[src/rtl/uart_pkg.sv]
// ---------------------------------------------------------------------------
// uart_pkg
// Shared definitions for the UART transmit scheduler:
//   - state_t        : scheduler FSM state encoding
//   - baud_t         : baud select codes understood by baud_rate_generator
//   - HDR_MARK       : upper nibble of every frame header byte
//   - BAUD_SEL_RESET : baud select driven out of reset
//   - hdr_byte()     : builds the header byte {HDR_MARK, id}
// ---------------------------------------------------------------------------
package uart_pkg;

    typedef enum logic [2:0] {
        ST_IDLE     = 3'd0,
        ST_SETTLE   = 3'd1,
        ST_HDR      = 3'd2,
        ST_HDR_WAIT = 3'd3,
        ST_DAT      = 3'd4,
        ST_DAT_WAIT = 3'd5
    } state_t;

    typedef enum logic [1:0] {
        BAUD_0 = 2'b00,
        BAUD_1 = 2'b01,
        BAUD_2 = 2'b10,
        BAUD_3 = 2'b11
    } baud_t;

    localparam logic [3:0] HDR_MARK       = 4'hA;
    localparam logic [1:0] BAUD_SEL_RESET = BAUD_3;

    // Header byte: fixed marker nibble, requester id zero-extended to 4 bits.
    function automatic logic [7:0] hdr_byte(input logic [3:0] id4);
        return {HDR_MARK, id4};
    endfunction

endpackage

[src/rtl/rr_pick.sv]
// ---------------------------------------------------------------------------
// rr_pick
// Combinational round-robin picker. Scans req_i starting one past ptr_i and
// wrapping modulo N; the first set bit wins.
//   req_i    in  N    request vector
//   ptr_i    in  IDW  index of the most recently served requester
//   onehot_o out N    one-hot winner (all zero when no request)
//   idx_o    out IDW  binary index of the winner (0 when no request)
//   any_o    out 1    at least one request present
// ---------------------------------------------------------------------------
module rr_pick #(
    parameter int N   = 4,
    parameter int IDW = 2
) (
    input  logic [N-1:0]   req_i,
    input  logic [IDW-1:0] ptr_i,
    output logic [N-1:0]   onehot_o,
    output logic [IDW-1:0] idx_o,
    output logic           any_o
);

    logic [IDW-1:0] cand;

    // Walk the scan order backwards so the last hit assigned is the one
    // closest to ptr_i+1, which gives priority without a break flag.
    always_comb begin
        onehot_o = '0;
        idx_o    = '0;
        cand     = '0;
        for (int k = N; k >= 1; k--) begin
            cand = IDW'((int'(ptr_i) + k) % N);
            if (req_i[cand]) begin
                onehot_o       = '0;
                onehot_o[cand] = 1'b1;
                idx_o          = cand;
            end
        end
    end

    assign any_o = |req_i;

endmodule

[src/rtl/uart_tx_scheduler.sv]
// ---------------------------------------------------------------------------
// uart_tx_scheduler
// Shares one UART transmitter and baud generator among N byte requesters.
// A round-robin winner's byte is latched, baud_sel is updated (with a settle
// delay if it changes) and a two-byte frame {HDR_MARK,id}, payload is sent.
//   clk          in   1      system clock, rising edge
//   rst          in   1      asynchronous reset, active-high
//   req_valid    in   N      per-requester byte valid
//   req_data     in   8*N    requester i byte at [8i+7:8i]
//   req_ready    out  N      one-hot accept (combinational, IDLE only)
//   cfg_sel      in   2*N    requester i baud select at [2i+1:2i]
//   tx_start     out  1      one-cycle start pulse to the transmitter
//   tx_data      out  8      byte for the transmitter, stable until next start
//   tx_busy      in   1      transmitter busy
//   baud_sel     out  2      select to the baud generator
//   grant_id     out  IDW    id of the current/last granted requester
//   frame_active out  1      high from accept until payload busy falls
//   tx_err       out  1      one-cycle pulse when tx_busy never rises
// ---------------------------------------------------------------------------
module uart_tx_scheduler
    import uart_pkg::*;
#(
    parameter int N          = 4,
    parameter int IDW        = $clog2(N),
    parameter int SETTLE_CYC = 4,
    parameter int BUSY_TO    = 64
) (
    input  logic             clk,
    input  logic             rst,
    input  logic [N-1:0]     req_valid,
    input  logic [8*N-1:0]   req_data,
    output logic [N-1:0]     req_ready,
    input  logic [2*N-1:0]   cfg_sel,
    output logic             tx_start,
    output logic [7:0]       tx_data,
    input  logic             tx_busy,
    output logic [1:0]       baud_sel,
    output logic [IDW-1:0]   grant_id,
    output logic             frame_active,
    output logic             tx_err
);

    localparam int CNT_MAX = (BUSY_TO > SETTLE_CYC) ? BUSY_TO : SETTLE_CYC;
    localparam int CNTW    = $clog2(CNT_MAX + 1);
    localparam logic [CNTW-1:0] SETTLE_LAST = CNTW'(SETTLE_CYC - 1);
    localparam logic [CNTW-1:0] BUSY_LAST   = CNTW'(BUSY_TO - 1);

    // Per-requester views of the packed input buses.
    logic [7:0] req_byte [N];
    logic [1:0] req_sel  [N];

    for (genvar gi = 0; gi < N; gi++) begin : g_unpack
        assign req_byte[gi] = req_data[8*gi +: 8];
        assign req_sel[gi]  = cfg_sel[2*gi +: 2];
    end

    state_t          state_q, state_d;
    logic [CNTW-1:0] cnt_q, cnt_d;
    logic            busy_seen_q, busy_seen_d;
    logic [7:0]      data_q, data_d;
    logic [IDW-1:0]  grant_id_q, grant_id_d;
    logic [IDW-1:0]  rr_ptr_q, rr_ptr_d;
    logic [1:0]      baud_sel_q, baud_sel_d;
    logic            tx_start_q, tx_start_d;
    logic [7:0]      tx_data_q, tx_data_d;
    logic            frame_active_q, frame_active_d;
    logic            tx_err_q, tx_err_d;

    logic [N-1:0]    pick_onehot;
    logic [IDW-1:0]  pick_idx;
    logic            pick_any;
    logic            accept;
    logic [7:0]      win_byte;
    logic [1:0]      win_sel;

    rr_pick #(
        .N   (N),
        .IDW (IDW)
    ) u_rr_pick (
        .req_i    (req_valid),
        .ptr_i    (rr_ptr_q),
        .onehot_o (pick_onehot),
        .idx_o    (pick_idx),
        .any_o    (pick_any)
    );

    // Accept only when the shared transmitter is really free.
    assign accept    = (state_q == ST_IDLE) && !tx_busy && pick_any;
    assign req_ready = accept ? pick_onehot : '0;
    assign win_byte  = req_byte[pick_idx];
    assign win_sel   = req_sel[pick_idx];

    always_ff @(posedge clk or posedge rst) begin
        if (rst) begin
            state_q        <= ST_IDLE;
            cnt_q          <= '0;
            busy_seen_q    <= 1'b0;
            data_q         <= '0;
            grant_id_q     <= '0;
            rr_ptr_q       <= IDW'(N - 1);
            baud_sel_q     <= BAUD_SEL_RESET;
            tx_start_q     <= 1'b0;
            tx_data_q      <= '0;
            frame_active_q <= 1'b0;
            tx_err_q       <= 1'b0;
        end else begin
            state_q        <= state_d;
            cnt_q          <= cnt_d;
            busy_seen_q    <= busy_seen_d;
            data_q         <= data_d;
            grant_id_q     <= grant_id_d;
            rr_ptr_q       <= rr_ptr_d;
            baud_sel_q     <= baud_sel_d;
            tx_start_q     <= tx_start_d;
            tx_data_q      <= tx_data_d;
            frame_active_q <= frame_active_d;
            tx_err_q       <= tx_err_d;
        end
    end

    // HDR and DAT are the single cycles in which tx_start is high; the start
    // pulse and its byte are registered on the edge that enters them, so the
    // transmitter sees both stable for the whole cycle.
    // In the wait states cnt holds the number of cycles since the tx_start
    // cycle, so tx_err lands exactly BUSY_TO cycles after tx_start.
    always_comb begin
        state_d        = state_q;
        cnt_d          = cnt_q;
        busy_seen_d    = busy_seen_q;
        data_d         = data_q;
        grant_id_d     = grant_id_q;
        rr_ptr_d       = rr_ptr_q;
        baud_sel_d     = baud_sel_q;
        tx_start_d     = 1'b0;
        tx_data_d      = tx_data_q;
        frame_active_d = frame_active_q;
        tx_err_d       = 1'b0;

        case (state_q)
            ST_IDLE: begin
                if (accept) begin
                    data_d         = win_byte;
                    grant_id_d     = pick_idx;
                    frame_active_d = 1'b1;
                    if (win_sel == baud_sel_q) begin
                        state_d    = ST_HDR;
                        tx_start_d = 1'b1;
                        tx_data_d  = hdr_byte(4'(pick_idx));
                    end else begin
                        baud_sel_d = win_sel;
                        cnt_d      = '0;
                        state_d    = ST_SETTLE;
                    end
                end
            end

            ST_SETTLE: begin
                if (cnt_q == SETTLE_LAST) begin
                    state_d    = ST_HDR;
                    tx_start_d = 1'b1;
                    tx_data_d  = hdr_byte(4'(grant_id_q));
                end else begin
                    cnt_d = cnt_q + 1'b1;
                end
            end

            ST_HDR: begin
                state_d     = ST_HDR_WAIT;
                cnt_d       = CNTW'(1);
                busy_seen_d = 1'b0;
            end

            ST_DAT: begin
                state_d     = ST_DAT_WAIT;
                cnt_d       = CNTW'(1);
                busy_seen_d = 1'b0;
            end

            ST_HDR_WAIT, ST_DAT_WAIT: begin
                if (!busy_seen_q) begin
                    // Phase A: waiting for the transmitter to pick up the byte.
                    if (tx_busy) begin
                        busy_seen_d = 1'b1;
                    end else if (cnt_q == BUSY_LAST) begin
                        tx_err_d       = 1'b1;
                        frame_active_d = 1'b0;
                        rr_ptr_d       = grant_id_q;
                        state_d        = ST_IDLE;
                    end else begin
                        cnt_d = cnt_q + 1'b1;
                    end
                end else if (!tx_busy) begin
                    // Phase B: byte finished.
                    if (state_q == ST_HDR_WAIT) begin
                        state_d    = ST_DAT;
                        tx_start_d = 1'b1;
                        tx_data_d  = data_q;
                    end else begin
                        frame_active_d = 1'b0;
                        rr_ptr_d       = grant_id_q;
                        state_d        = ST_IDLE;
                    end
                end
            end

            default: begin
                state_d = ST_IDLE;
            end
        endcase
    end

    assign tx_start     = tx_start_q;
    assign tx_data      = tx_data_q;
    assign baud_sel     = baud_sel_q;
    assign grant_id     = grant_id_q;
    assign frame_active = frame_active_q;
    assign tx_err       = tx_err_q;

endmodule

[config.mk]
export PLATFORM = sky130hd
export DESIGN_NAME = uart_tx_scheduler
export DESIGN_NICKNAME = d
export VERILOG_FILES = /design/src/rtl/uart_pkg.sv /design/src/rtl/rr_pick.sv /design/src/rtl/uart_tx_scheduler.sv
export SDC_FILE = /design/constraint.sdc
export NUM_CORES = 1
export LEC_CHECK = 0
export ABC_AREA = 1
export CAP_MARGIN = 20
export CORE_UTILIZATION = 50
export CTS_CLUSTER_SIZE = 12
export DETAILED_ROUTE_END_ITERATION = 10
export PLACE_DENSITY = 0.81
export REMOVE_ABC_BUFFERS = 1
export SLEW_MARGIN = 10
export SYNTH_ARGS = -nofsm -noshare
export SYNTH_HDL_FRONTEND = slang
export SYNTH_SLANG_ARGS = --single-unit
[constraint.sdc]
create_clock -name clk -period 3.1 [get_ports clk]
set_clock_uncertainty 0.15 [all_clocks]
set_input_delay 0.62 -clock clk [delete_from_list [all_inputs] [get_ports clk]]
set_output_delay 0.62 -clock clk [all_outputs]
set_load 0.01 [all_outputs]
# Yosys cells after proc, flatten, opt, wreduce, memory -nomap -nowiden

Index checks and enable logic that the tools add are counted.

Add/subtract/negate cells: 5
Order comparisons: 9
Reduce and logical (&&, ||, !) cells: 23
Bitwise operators: 3
Muxes and demuxes: 80
Equality and inequality tests: 21

Operator list:

| cell                | count |
|---|---|
| $mux 8              | 8 |
| $mux 7              | 6 |
| $pmux 7 s4          | 1 |
| $mux 1              | 26 |
| $mux 2              | 12 |
| $pmux 8 s3          | 1 |
| $mux 3              | 7 |
| $mux 4              | 5 |
| $ne 2x2->1 const B  | 10 |
| $bmux 8 s2          | 1 |
| $pmux 3 s5          | 1 |
| $reduce_and 7->1    | 2 |
| $lt 2x3->1 const B  | 4 |
| $bmux 1 s2          | 4 |
| $demux 1 s2         | 4 |
| $ge 2x1->1 const B  | 4 |
| $reduce_and 4->1    | 2 |
| $add 7x1->7 const B | 1 |
| $eq 7x2->1 const B  | 1 |
| $eq 7x6->1 const B  | 1 |
| $eq 3x2->1 const B  | 2 |
| $eq 3x3->1 const B  | 2 |
| $logic_and 1x1->1   | 6 |
| $ne 3x3->1 const B  | 2 |
| other kinds (21)    | 28 |

Input port bits: 47
Word-level logic and storage cells: 152
Register bits after elaboration: 36

# Logic depth before layout (Yosys ltp)

Depth in word-level cells: 15
Mapped depth: 19
Depth with buffers taken out: 19

# Modules after synthesis

From an unflattened synthesis, not the netlist that was laid out.

Cells, all modules: 402
Area total of the unflattened synthesis: 2,666.3 um^2

Modules (own cells, without submodules):

| module            | instances | cells an instance | area an instance (um^2) | seq. area each (um^2) |
|---|---|---|---|---|
| uart_tx_scheduler | 1         | 314               | 2,203.4                 | 905.9 |
| rr_pick           | 1         | 88                | 462.9                   | 0.0 |

# Least setup slack after synthesis

No wires, ideal clock.

Kind: register to output
From: register rr_ptr_q[0]
To: output req_ready[1]
Required time: 2.330 ns
Path buffers: 0
Arrival time: 1.942 ns
Path slack: 0.388 ns
Cell stages (with the launch flop): 11
Path through: dfstp_2 > inv_2 > ha_1 > inv_1 > nand3_2 > nand2_2 > inv_2 > nand2_2 > o21ai_0 > a21oi_1 > a211oi_1

Word-level cells in the longest chain between the ends: 10

RTL lines:

| what                                                                  | RTL line                 | source |
|---|---|---|
| start, declared                                                       | uart_tx_scheduler.sv:62  | `logic [IDW-1:0] rr_ptr_q, rr_ptr_d;` |
| start signal, assigned                                                | uart_tx_scheduler.sv:100 | `rr_ptr_q <= IDW'(N - 1);` |
| start signal, assigned                                                | uart_tx_scheduler.sv:112 | `rr_ptr_q <= rr_ptr_d;` |
| $add 2x1->2                                                           | rr_pick.sv:31            | `cand = IDW'((int'(ptr_i) + k) % N);` |
| $lt 2x3->1 (implied by the code) / $ge 2x1->1 (equally long branches) | rr_pick.sv:34            | `onehot_o[cand] = 1'b1;` |
| $logic_and 1x1->1 (implied by the code)                               | rr_pick.sv:34            |  |
| $mux 1 (implied by the code)                                          | rr_pick.sv:34            |  |
| $demux 1 s2                                                           | n/a                      |  |
| $mux 4 (3 in series)                                                  | rr_pick.sv:32            | `if (req_i[cand]) begin` |
| $mux 4 (*)                                                            | rr_pick.sv:32            |  |
| $mux 4 (*)                                                            | uart_tx_scheduler.sv:89  | `assign req_ready = accept ? pick_onehot : '0;` |
| end, declared                                                         | uart_tx_scheduler.sv:32  | `output logic [N-1:0] req_ready,` |

Mark *: on every way between the ends. The rest lies on a longest branch, timed or not. The select of a mux whose other input is x is not followed.

# Final worst setup path

From: input req_valid[3]
To: output req_ready[3]

Word-level cells in the longest chain between the ends: 7

RTL lines:

| what                         | RTL line                | source |
|---|---|---|
| start, declared              | uart_tx_scheduler.sv:30 | `input logic [N-1:0] req_valid,` |
| $bmux 1 s2                   | rr_pick.sv:32           |  |
| $mux 1 (implied by the code) | rr_pick.sv:32           |  |
| $mux 4 (4 in series)         | rr_pick.sv:32           |  |
| $mux 4 (*)                   | uart_tx_scheduler.sv:89 |  |

Marks and branches as above.

==> results.txt <==
----------------------------------------------------
[Place]
  Post-detail-place hpwl ... 5.41 mm
  Number of buffer cells added on primary ports ... 65
  Final RePlAce weighted congestion ... between 0.9 and 1
  Setup slack at placement ... -0.241 ns
  Inst Count DP ... 520
  Area after DPL ... approximately 3500 um^2

[Cells and area]
  FF/Latch Area ... 906 um^2
  Area of combinational cells with multiple inputs ... 1550 um^2
  Ratio of cells with drive above 1 in the final layout ... 18.1%
  Synth-to-Final Area Change ... 36.6%
  Final core utilization ... 71.0%
  Layout fillers ... about 430
  Final #Nets ... ~510
  # diodes ... 0
  Layout Cell Area excl Fill ... 3630 um^2
  Final std cells w/o fill ... 528

[Pwr]
  Maximum resistive drop on vdd ... 0.546 mV
  Lkg Pwr ... 1.72 nW
  Pwr/cell area ... 1130 nW/um^2

[Synth]
  Synth async-reset ratio ... 100%
  Syn_area_per_cell ... approximately 7 um^2
  Count of synthesis-stage warnings from yosys ... 0
  Gate count of the mapped netlist ... around 370
  EDFF count, synth ... 0
  Post-synthesis cell type with the largest combined area ... dfrtp_1
  Post-synthesis instance area ... 2650 um^2
  Unique cell type count in the Yosys netlist ... 35
  Cell types occupying the most area after synthesis ... dfrtp_1, nand2_1, nand3_1
  Synthesized flop and latch total ... 36
  Share of synthesized area occupied by flip-flops and latches ... 34.1%
  Prevailing post-synth register cell ... dfrtp_1
  Area share of the largest cell type after synthesis ... 30.2%

[STA]
  Number of failing hold endpoints at the final stage ... 0
  Worst slew margin ... 57.0%
  Transition at the pin with the smallest max-transition slack ... 0.644 ns
  Setup TNS ... 0 ns
  Final setup violation count ... 0
  Final number of max-transition violations ... 0
  Setup repair after global routing missed its margin ... false
  Fin crit share ... 98.5%
  Shortest clock period the worst path allows after layout ... 3.05 ns
  Least setup slack across all paths after layout ... 0.0464 ns
  Highest Clock Rate ... about 0.33 GHz

[Setup path]
  Setup CP Type ... input port to output port
  Crit-path cells ... clkdlybuf4s50_1 -> inv_1 -> nand2_1 -> nand2_1 -> o21ai_1 -> nand2_2 -> o221ai_1 -> o21ai_0 -> a21oi_1 -> clkdlybuf4s15_1
  Sum of buffers and inverters on the critical path ... 3
  Sort of element at the end of the critical path ... output port
  CP Data Arrival Time ... roughly 2.3 ns
  Standard cell with the maximum stage delay on the critical path ... clkdlybuf4s50_1
  Largest delay share family, worst path ... buffers and inverters
  Critical Path Max Stage Delay ... between 0.4 and 0.5 ns
  Biggest fanout along the worst timing path ... 5
  CP dominant cell by count ... nand2_1
  Required time of the worst setup path ... around 2.3 ns
  Critical Path Source Type ... input port

[Die]
  Number of standard-cell rows in the floorplan ... 26
  Number of primary I/O pins ... 66
  Placeable Area ... between 5000 and 6000 um^2
  Vert. Die Dim ... 74.9 um
  Overall die width ... 74.9 um
  Initial core utilization ... approximately 52%
  Overall die area ... about 5600 um^2

[Global route]
  First-pass GRT wire length ... 11.4 mm
  Number of global-route vias before repair ... 2,618
  Antenna violations before repair ... 0
  Pin count of the biggest net entering global routing ... 37
  Global route overflow ... 0
  Combined global-route utilization of all metal layers ... 26.5%

[Outcome]
  Run status ... finished, final reports clean

[Clocking]
  TritonCTS clock tree ... built
  Worst-path clk slew ... 0.07 ns
  Number of sinks driven by the clock tree ... 36
  TritonCTS buffer count ... 5
  Max H-tree Level ... 2
  CTS hold repair buffers ... 0
  Clock Tree Buf Depth ... 2
  Post-CTS setup buffer count ... 0
  CTS Root Buffer Type ... clkbuf_8
  Insertion delay to the later sink of the worst-skew pair ... ~0.29 ns

[Detailed routing]
  Via density per instance ... roughly 5.3
  Total number of vias ... 2,789
  Total detailed-routing wirelength ... 7.03 mm
  Initial detailed-routing violation count ... ~150
  Mean routed wirelength per cell ... 13.3 um
  ANT nets after route ... 0
  Number of optimization iterations in the first detailed-route pass ... 5
  Post-route DRC ... 0

[Run]
  Number of maximum-capacitance constraint violations ... 0

[Hold path]
  Min-delay worst type ... register to register

----------------------------------------------------
[placed cells by master, fill, tap and decap left out, types with 2 or more instances in the layout]
cell type        instances
nand3_2                  5
inv_2                    6
nand2_2                 21
a31oi_1                  4
a21oi_1                  9
nand3b_1                 5
clkbuf_1                 2
xor2_1                   2
nand2_4                  5
o211ai_1                 4
ha_1                     8
o21ai_1                  2
nor3_1                   3
nand4_1                  3
nor2_1                  45
a211oi_1                 2
dfrtp_1                 32
clkbuf_8                 5
nand2_1                 74
or2_2                    4
buf_4                   23
xnor2_1                  2
clkbuf_2                 2
o21ai_0                 25
o221ai_1                 8
clkdlybuf4s15_1          2
inv_1                   42
nand3_4                  2
clkdlybuf4s50_1         61
nand3_1                 36
dfstp_2                  4
[stage by stage]
| stage | power [mW] | hold slack, ns |
|---|---|---|
| 3_3_place_gp | 3.64 | 0.331 |
| 2_1_floorplan | 2.68 | 0.309 |
| 4_1_cts | 4.07 | 0.347 |
| 3_5_place_dp | 3.72 | 0.324 |
| 5_1_grt | 4.43 | 0.385 |
| 6_report | 4.09 | 0.345 |
[layout make-up]
cell class	count	share of cell area [%]
well taps	70	2.42
clock buffers	7	2.10
inverters	49	5.07
multi-input cells	277	42.8
repair buffers	88	22.4
clock inverters	1	0.242
flip-flops and latches	36	25.0
[path summary, 6_finish.rpt]
path                                    from           end  slack (ns)  cells past startpoint
worst max-delay path            req_valid[3]  req_ready[3]        0.05                     10
max in group asynchronous                rst   baud_sel[0]        1.86                      3
min in group asynchronous                rst    tx_data[3]        0.57                      3
worst max register to register   rr_ptr_q[1]    tx_data[3]        0.34                     19
worst min-delay path               data_q[6]     data_q[6]        0.35                      2
worst min register to register     data_q[6]     data_q[6]        0.35                      2
[tightest hold or removal path, cell delays in order (launching register included)]
cell and delay (ns):
dfrtp_1 0.35, nand2_1 0.06, o221ai_1 0.06
[Yosys cell counts, types with 2 or more instances]
cell      instances
or2_2             4
nor2_1           46
dfrtp_1          32
inv_2             5
inv_1            43
xor2_1            2
nand3_2           5
nand2_4           5
nand2_2          21
xnor2_1           2
dfstp_2           4
o21ai_0          25
a21oi_1           9
nand3_4           2
clkbuf_1          3
o21ai_1           2
a211oi_1          2
nand2_1          74
a31oi_1           4
buf_2             2
nand3b_1          5
o211ai_1          4
o221ai_1          8
nor3_1            3
nand3_1          36
nand4_1           3
ha_1              9
[sequential cells by signal (all words and copies together), names as in the netlist]
signal and count:
data_q 8, tx_data 8, cnt_q 7, state_q 3, baud_sel 2, grant_id 2, rr_ptr_q 2, busy_seen_q 1
frame_active 1, tx_err 1, tx_start 1
[power by group]
group | internal [mW] | switching, mW
Sequential | 0.676 | 0.139
Clock | 0.161 | 0.171
Combinational | 1.15 | 1.79
Total | 1.99 | 2.10
[kinds of logic (layout without fill, tap and decap cells)]
family | after synthesis | in the layout | share of synthesized area, %
xor+xnor | 4 | 4 | 1.32
simple gates | 208 | 208 | 39.4
flops | 36 | 36 | 34.1
fa+ha+maj | 9 | 9 | 4.24
compound gates | 56 | 56 | 12.9
buf+inv | 55 | 145 | 8.01
[metal layers]
metal  GRT usage, %  vias up  share of wire (%)
met1           32.8     1315                 45
li1               -     1389                  -
met3           4.15       13                3.2
met5              0        -                  0
met4           8.60        0                1.9
met2           47.0       72                 50
[timing repair]
action | 4_1_cts | 5_1_grt
gates resized for setup | 5 | 9
setup endpoints to repair | 4 | 23
endpoints found under the hold margin | 0 | 0
No activity file was read; power rests on OpenSTA's default activity.
